File: src/rtl/datapath_controller_pkg.sv
// Shared encodings for the Simple RISC controller: state codes, opcode/op fields,
// register-select and write-back mux codes, and the DECODE branch function.
package datapath_controller_pkg;

    localparam int STATE_W = 4;

    typedef enum logic [STATE_W-1:0] {
        S_WAIT   = 4'd0,
        S_DECODE = 4'd1,
        S_WR_IMM = 4'd2,
        S_GET_A  = 4'd3,
        S_GET_B  = 4'd4,
        S_ALU    = 4'd5,
        S_CMP_ST = 4'd6,
        S_WR_RD  = 4'd7
    } state_t;

    localparam logic [2:0] OPC_MOV = 3'b110;
    localparam logic [2:0] OPC_ALU = 3'b101;

    localparam logic [1:0] OP_MOV_REG = 2'b00;
    localparam logic [1:0] OP_MOV_IMM = 2'b10;
    localparam logic [1:0] OP_CMP     = 2'b01;
    localparam logic [1:0] OP_MVN     = 2'b11;

    localparam logic [2:0] NSEL_NONE = 3'b000;
    localparam logic [2:0] NSEL_RN   = 3'b001;
    localparam logic [2:0] NSEL_RD   = 3'b010;
    localparam logic [2:0] NSEL_RM   = 3'b100;

    localparam logic [1:0] VSEL_C   = 2'b00;
    localparam logic [1:0] VSEL_IMM = 2'b10;

    typedef struct packed {
        logic [2:0] opcode;
        logic [1:0] op;
    } instr_t;

    // Branch taken out of DECODE; anything unrecognised returns to WAIT with no strobes.
    function automatic state_t decode_next(instr_t i);
        state_t nxt;
        nxt = S_WAIT;
        if (i.opcode == OPC_MOV) begin
            if (i.op == OP_MOV_IMM)      nxt = S_WR_IMM;
            else if (i.op == OP_MOV_REG) nxt = S_GET_B;
        end else if (i.opcode == OPC_ALU) begin
            nxt = (i.op == OP_MVN) ? S_GET_B : S_GET_A;
        end
        return nxt;
    endfunction

endpackage

File: src/rtl/datapath_controller.sv
// Moore FSM sequencing the Simple RISC datapath, one instruction per start pulse.
// Latency from s sampled: MOV imm 3, MOV reg/MVN/CMP 5, ADD/AND 6, undefined 2 edges; s only seen in WAIT.
module datapath_controller
    import datapath_controller_pkg::*;
(
    input  logic       clk,
    input  logic       reset,
    input  logic       s,
    input  logic [2:0] opcode,
    input  logic [1:0] op,
    output logic [2:0] nsel,
    output logic [1:0] vsel,
    output logic       write,
    output logic       loada,
    output logic       loadb,
    output logic       asel,
    output logic       bsel,
    output logic       loadc,
    output logic       loads,
    output logic       w
);

    state_t state;
    state_t state_nxt;
    instr_t ir;

    always_ff @(posedge clk or posedge reset) begin
        if (reset) state <= S_WAIT;
        else       state <= state_nxt;
    end

    // Instruction is captured once at start so a decoder reload mid-instruction cannot steer us.
    always_ff @(posedge clk or posedge reset) begin
        if (reset)                      ir <= '0;
        else if (state == S_WAIT && s)  ir <= '{opcode: opcode, op: op};
    end

    always_comb begin
        state_nxt = S_WAIT;
        case (state)
            S_WAIT:   state_nxt = s ? S_DECODE : S_WAIT;
            S_DECODE: state_nxt = decode_next(ir);
            S_WR_IMM: state_nxt = S_WAIT;
            S_GET_A:  state_nxt = S_GET_B;
            S_GET_B:  state_nxt = (ir.opcode == OPC_ALU && ir.op == OP_CMP) ? S_CMP_ST : S_ALU;
            S_ALU:    state_nxt = S_WR_RD;
            S_CMP_ST: state_nxt = S_WAIT;
            S_WR_RD:  state_nxt = S_WAIT;
            default:  state_nxt = S_WAIT;
        endcase
    end

    always_comb begin
        nsel  = NSEL_NONE;
        vsel  = VSEL_C;
        write = 1'b0;
        loada = 1'b0;
        loadb = 1'b0;
        asel  = 1'b0;
        bsel  = 1'b0;
        loadc = 1'b0;
        loads = 1'b0;
        w     = 1'b0;
        case (state)
            S_WAIT:   w = 1'b1;
            S_WR_IMM: begin
                nsel  = NSEL_RN;
                vsel  = VSEL_IMM;
                write = 1'b1;
            end
            S_GET_A:  begin
                nsel  = NSEL_RN;
                loada = 1'b1;
            end
            S_GET_B:  begin
                nsel  = NSEL_RM;
                loadb = 1'b1;
            end
            // MOV-reg passes Rm through the adder by zeroing the A operand.
            S_ALU:    begin
                loadc = 1'b1;
                asel  = (ir.opcode == OPC_MOV);
            end
            S_CMP_ST: loads = 1'b1;
            S_WR_RD:  begin
                nsel  = NSEL_RD;
                vsel  = VSEL_C;
                write = 1'b1;
            end
            default:  ;
        endcase
    end

endmodule

File: config.mk
export PLATFORM = sky130hd
export DESIGN_NAME = datapath_controller
export DESIGN_NICKNAME = d
export VERILOG_FILES = /design/src/rtl/datapath_controller_pkg.sv /design/src/rtl/datapath_controller.sv
export SDC_FILE = /design/constraint.sdc
export NUM_CORES = 1
export LEC_CHECK = 0
export BUFFER_PORTS_ARGS = -buffer_cell sky130_fd_sc_hd__clkbuf_2
export CORE_AREA = 2 2 39 41
export DETAILED_ROUTE_END_ITERATION = 12
export DIE_AREA = 0 0 41 43
export GPL_TIMING_DRIVEN = 0
export PLACE_DENSITY = 0.69
export SLEW_MARGIN = 20
export SYNTH_ARGS = -nofsm -noshare
export SYNTH_HDL_FRONTEND = slang
export SYNTH_SLANG_ARGS = --single-unit
File: constraint.sdc
create_clock -name clk -period 2 [get_ports clk]
set_input_delay 0.1 -clock clk [delete_from_list [all_inputs] [get_ports clk]]
set_output_delay 0.1 -clock clk [all_outputs]
set_load 0.02 [all_outputs]
# --- After elaboration in Yosys (flattened, before gate mapping) ---
# Cells that the tools add are included.
word_totals:
  regBits: 9
  input_bits: 8
  elab_cells: 38
classes:
  eq_ne: 12
  mux: 17
  n_reduce_logical: 6
op_table:
  columns: ["op", "n"]
  rows:
  - ["4-bit case mux with 5 select lines", 1]
  - ["4-bit by 3-bit == test with 1-bit output (second input constant)", 4]
  - ["3-bit two-way mux", 4]
  - ["3-bit case mux with 3 select lines", 1]
  - ["4-bit by 2-bit == test with 1-bit output (second input constant)", 2]
  - ["1-bit two-way mux", 8]
  - ["3-bit == test (second input constant)", 2]
  - ["2-bit == test (second input constant)", 2]
  - ["4-bit by 1-bit == test with 1-bit output (second input constant)", 1]
  - ["4-bit zero test", 1]
  - ["2-bit two-way mux", 2]
  - ["4-bit two-way mux", 1]
  - ["2-bit OR reduction", 2]
  - ["2-bit by 1-bit == test with 1-bit output (second input constant)", 1]
  - ["1-bit logical AND", 2]
  - ["2-bit zero test", 1]

# --- Longest topological paths before layout ---
logic_depth:
  word_depth: 5
  ltp_mapped: 5
  ltp_nobuf: 4

# --- Worst setup path after synthesis ---
# Ideal clock, no wire load.
synth_path:
  path_kind: "reg2out"
  startpoint: "reg state[0]"
  endpoint: "out nsel[2]"
  t_arrival_ns: 1.411
  required_ns: 1.900
  setup_slack_ns: 0.489
  stages_incl_launch_ff: 4
  n_path_buf: 2
  path_cell_list: "dfrtp_1 buf_2 nor3b_1 buf_4"
synth_between:
  elab_chain_cells: 3
synth_lines:
  columns: ["element", "line", "source"]
  rows:
  - ["start, declared", "datapath_controller.sv:23", "state_t state;"]
  - ["start signal, assigned", "datapath_controller.sv:29", "else state <= state_nxt;"]
  - ["4-bit by 2-bit == test with 1-bit output", "datapath_controller.sv:64", "case (state)"]
  - ["2-bit OR reduction (no source line)", null, null]
  - ["3-bit case mux with 3 select lines *", "datapath_controller.sv:64", null]
  - ["end, declared", "datapath_controller.sv:11", "output logic [2:0] nsel,"]
# Mark *: on every way between the ends. The rest lies on a longest branch, timed or not.

# --- Final worst setup path ---
layout_path:
  startpoint: "reg state[0]"
  endpoint: "out write"
layout_between:
  elab_chain_cells: 3
layout_lines:
  columns: ["element", "line", "source"]
  rows:
  - ["4-bit by 3-bit == test with 1-bit output / 4-bit by 2-bit == test with 1-bit output (equally long branches)", "datapath_controller.sv:64", null]
  - ["2-bit OR reduction (no source line) *", null, null]
  - ["1-bit two-way mux *", "datapath_controller.sv:64", null]
  - ["end, declared", "datapath_controller.sv:13", "output logic write,"]
# Marked as above.

==> results.json <==
{
  "outcome": "finished clean",
  "synth.distinct_cells": 27,
  "antenna_found_initial": 0,
  "grt.overflow.total": 0,
  "min_period_over_period_pct": 80.1,
  "synthDominantCellAreaShare_pct": 36.7,
  "vias_per_cell": 4.85,
  "grt-busiest-layer": "met2",
  "area_growth_pct": 26.8,
  "slowest_delay_ns": 0.41,
  "slew_viol_final": 0,
  "grtUsageMet2_pct": 22.5,
  "vias": 446,
  "skew_ns": 0.00190,
  "drive_gt1_share_pct": 50.0,
  "crit_arrival_ns": 1.50,
  "fin_setup_tns_ns": 0,
  "numClockSinks": 8,
  "end_kind": "primary output",
  "cp_cell_sequence": "buf_2, or2_2, a21boi_0, clkbuf_2",
  "synthTopCellsByCount": "dfrtp_1, mux2_4, nand2_1, nor2b_1",
  "period_needed_ns": 1.60,
  "use_met3_pct": 1.57,
  "syn_avg_cell_area_sq_um": 10.3,
  "multi_input_area_sq_um": 287,
  "holdWs_ns": 0.0826,
  "cts_tree": "built",
  "p_per_area_nw_per_um2": 1480,
  "r2r-start": "state[1]",
  "netlist_instances": 53,
  "cts-root-buf": "clkbuf_4",
  "fillCellCount": 144,
  "worst_r2r_path_depth": 5,
  "seqCellArea_sq_um": 200,
  "ctsLongestPathBuffers": 2,
  "yosysSeqAreaShare_pct": 36.7,
  "hp-class": "in -> reg",
  "min-delay-start": "opcode[0]",
  "crit_fanout": 10,
  "cts_resized": 0,
  "synth_top_flop_cell": "dfrtp_1",
  "die_w_um": 41,
  "synth_seq_cells": 8,
  "port_buffers": 18,
  "cpMaxStageDelayCell": "dfrtp_1",
  "total_power_w": 0.00103,
  "start_kind": "register",
  "cts_max_level": 1,
  "drtIter0Drc": 4,
  "gp_congestion": 0.676,
  "reg2reg_slack_ns": 0.63,
  "clock.fmax_ghz": 0.624,
  "min_to": "ir[2]",
  "core.rowCount": 14,
  "post-route-drc-count": 0,
  "avgRoutedWirePerCell_um": 11.2,
  "irDropWorstVdd_mv": 0.705,
  "initial_core_util_pct": 39.4,
  "io_pins": 21,
  "clock_latency_ns": 0.25,
  "grt_use_total_pct": 14.7,
  "synth_area_leaders": "dfrtp_1, mux2_4, nor2b_1",
  "synth-warning-count": 0,
  "grt_max_degree": 11,
  "final_core_util_pct": 50.0,
  "fp.dieArea_sq_um": 1760,
  "fin_nets": 86,
  "path_class": "reg -> out",
  "rsz0062_at_grt": "false",
  "ant_nets": 0,
  "netlist.top_cell.by_area": "dfrtp_1",
  "clkSlewWorstSetupHoldPaths_ns": 0.05,
  "diodes": 0,
  "die-height_um": 43,
  "synthArstFlopShare_pct": 100,
  "first_pass_iters": 3,
  "place_hpwl_um": 759,
  "leakage_nw": 0.360,
  "cts_buffers": 3,
  "hold_viol": 0,
  "synth.most_common_cell": "dfrtp_1",
  "met1_usage_pct": 18.2,
  "netlist_area_sq_um": 546,
  "grt_pass1_vias": 441,
  "min_path_cells": 2,
  "grt_pass1_wl_um": 1750,
  "r2r_end": "ir[3]",
  "synth_edf_count": 0,
  "cap_viol_max_count": 0,
  "setup_viol_count_final": 0,
  "cp.required_ns": 1.90,
  "routed_wl_um": 1030,
  "fp.coreArea_sq_um": 1380
}
metrics by stage:
step,std cells,worst slack [ns],area [sq um]
floorplan,54,0.489,549
global placement,88,0.655,659
detailed placement,88,0.636,659
CTS,92,0.383,692
global route,92,0.279,692
finish,92,0.398,692
final cells by class:
type	instances	share of cell area [%]
multi-input cells	38	41.4
clock buffers	3	3.25
inverters	1	0.542
plain buffers	7	8.50
flip-flops and latches	8	28.9
repair buffers	19	14.5
well taps	16	2.89
routing by layer:
layer	up-vias	wire [um]
met1	205	464
li1	226	-
met3	2	44
met5	-	0
met4	0	13
met2	13	509
registers in the layout, indices dropped and copies added (netlist names):
name and count:
ir 5, state 3
report_power, final:
part | internal (W) | switching, W | total, W
sequential | 0.000240 | 0.0000889 | 0.000328
clock | 0.0000684 | 0.0000510 | 0.000119
combinational | 0.000306 | 0.000273 | 0.000579
critical path: cells and delay by family, from the launching register on:
| family | cells | cell delay (ns) |
|---|---|---|
| buf+inv | 2 | 0.38 |
| compound gates | 1 | 0.16 |
| simple gates | 1 | 0.31 |
| flops | 1 | 0.41 |
worst max-delay path by stage:
stage,startpoint,end,slack [ns],depth (start not counted)
global route,state[0],write,0.28,4
detailed placement,state[1],ir[4],0.64,5
CTS,state[0],write,0.38,4
finish,state[0],write,0.40,4
floorplan,state[0],nsel[2],0.49,3
global placement,state[1],ir[0],0.65,5
what timing repair did:
action | in CTS | in global routing
hold endpoints to repair | 8 | 0
setup buffers | 0 | 0
hold buffers | 1 | 0
cell usage in the layout, fill, tap and decap left out, drive strengths merged, types with 2 or more instances in the layout:
cell type / n
conb: 2
mux2: 5
dfrtp: 8
nor3b: 2
nor2: 3
a31oi: 2
or2: 2
nand2: 4
a211oi: 2
clkbuf: 21
and2: 2
nor2b: 4
buf: 7
cells by family after synthesis:
kind of cell / synth area share [%]
and+or+nand+nor: 26.8
AOI/OAI and AO/OA: 10.5
other: 0.687
muxes: 13.8
buffers and inverters: 11.5
DFF: 36.7
Note: power is estimated with default switching activity, not from simulation.
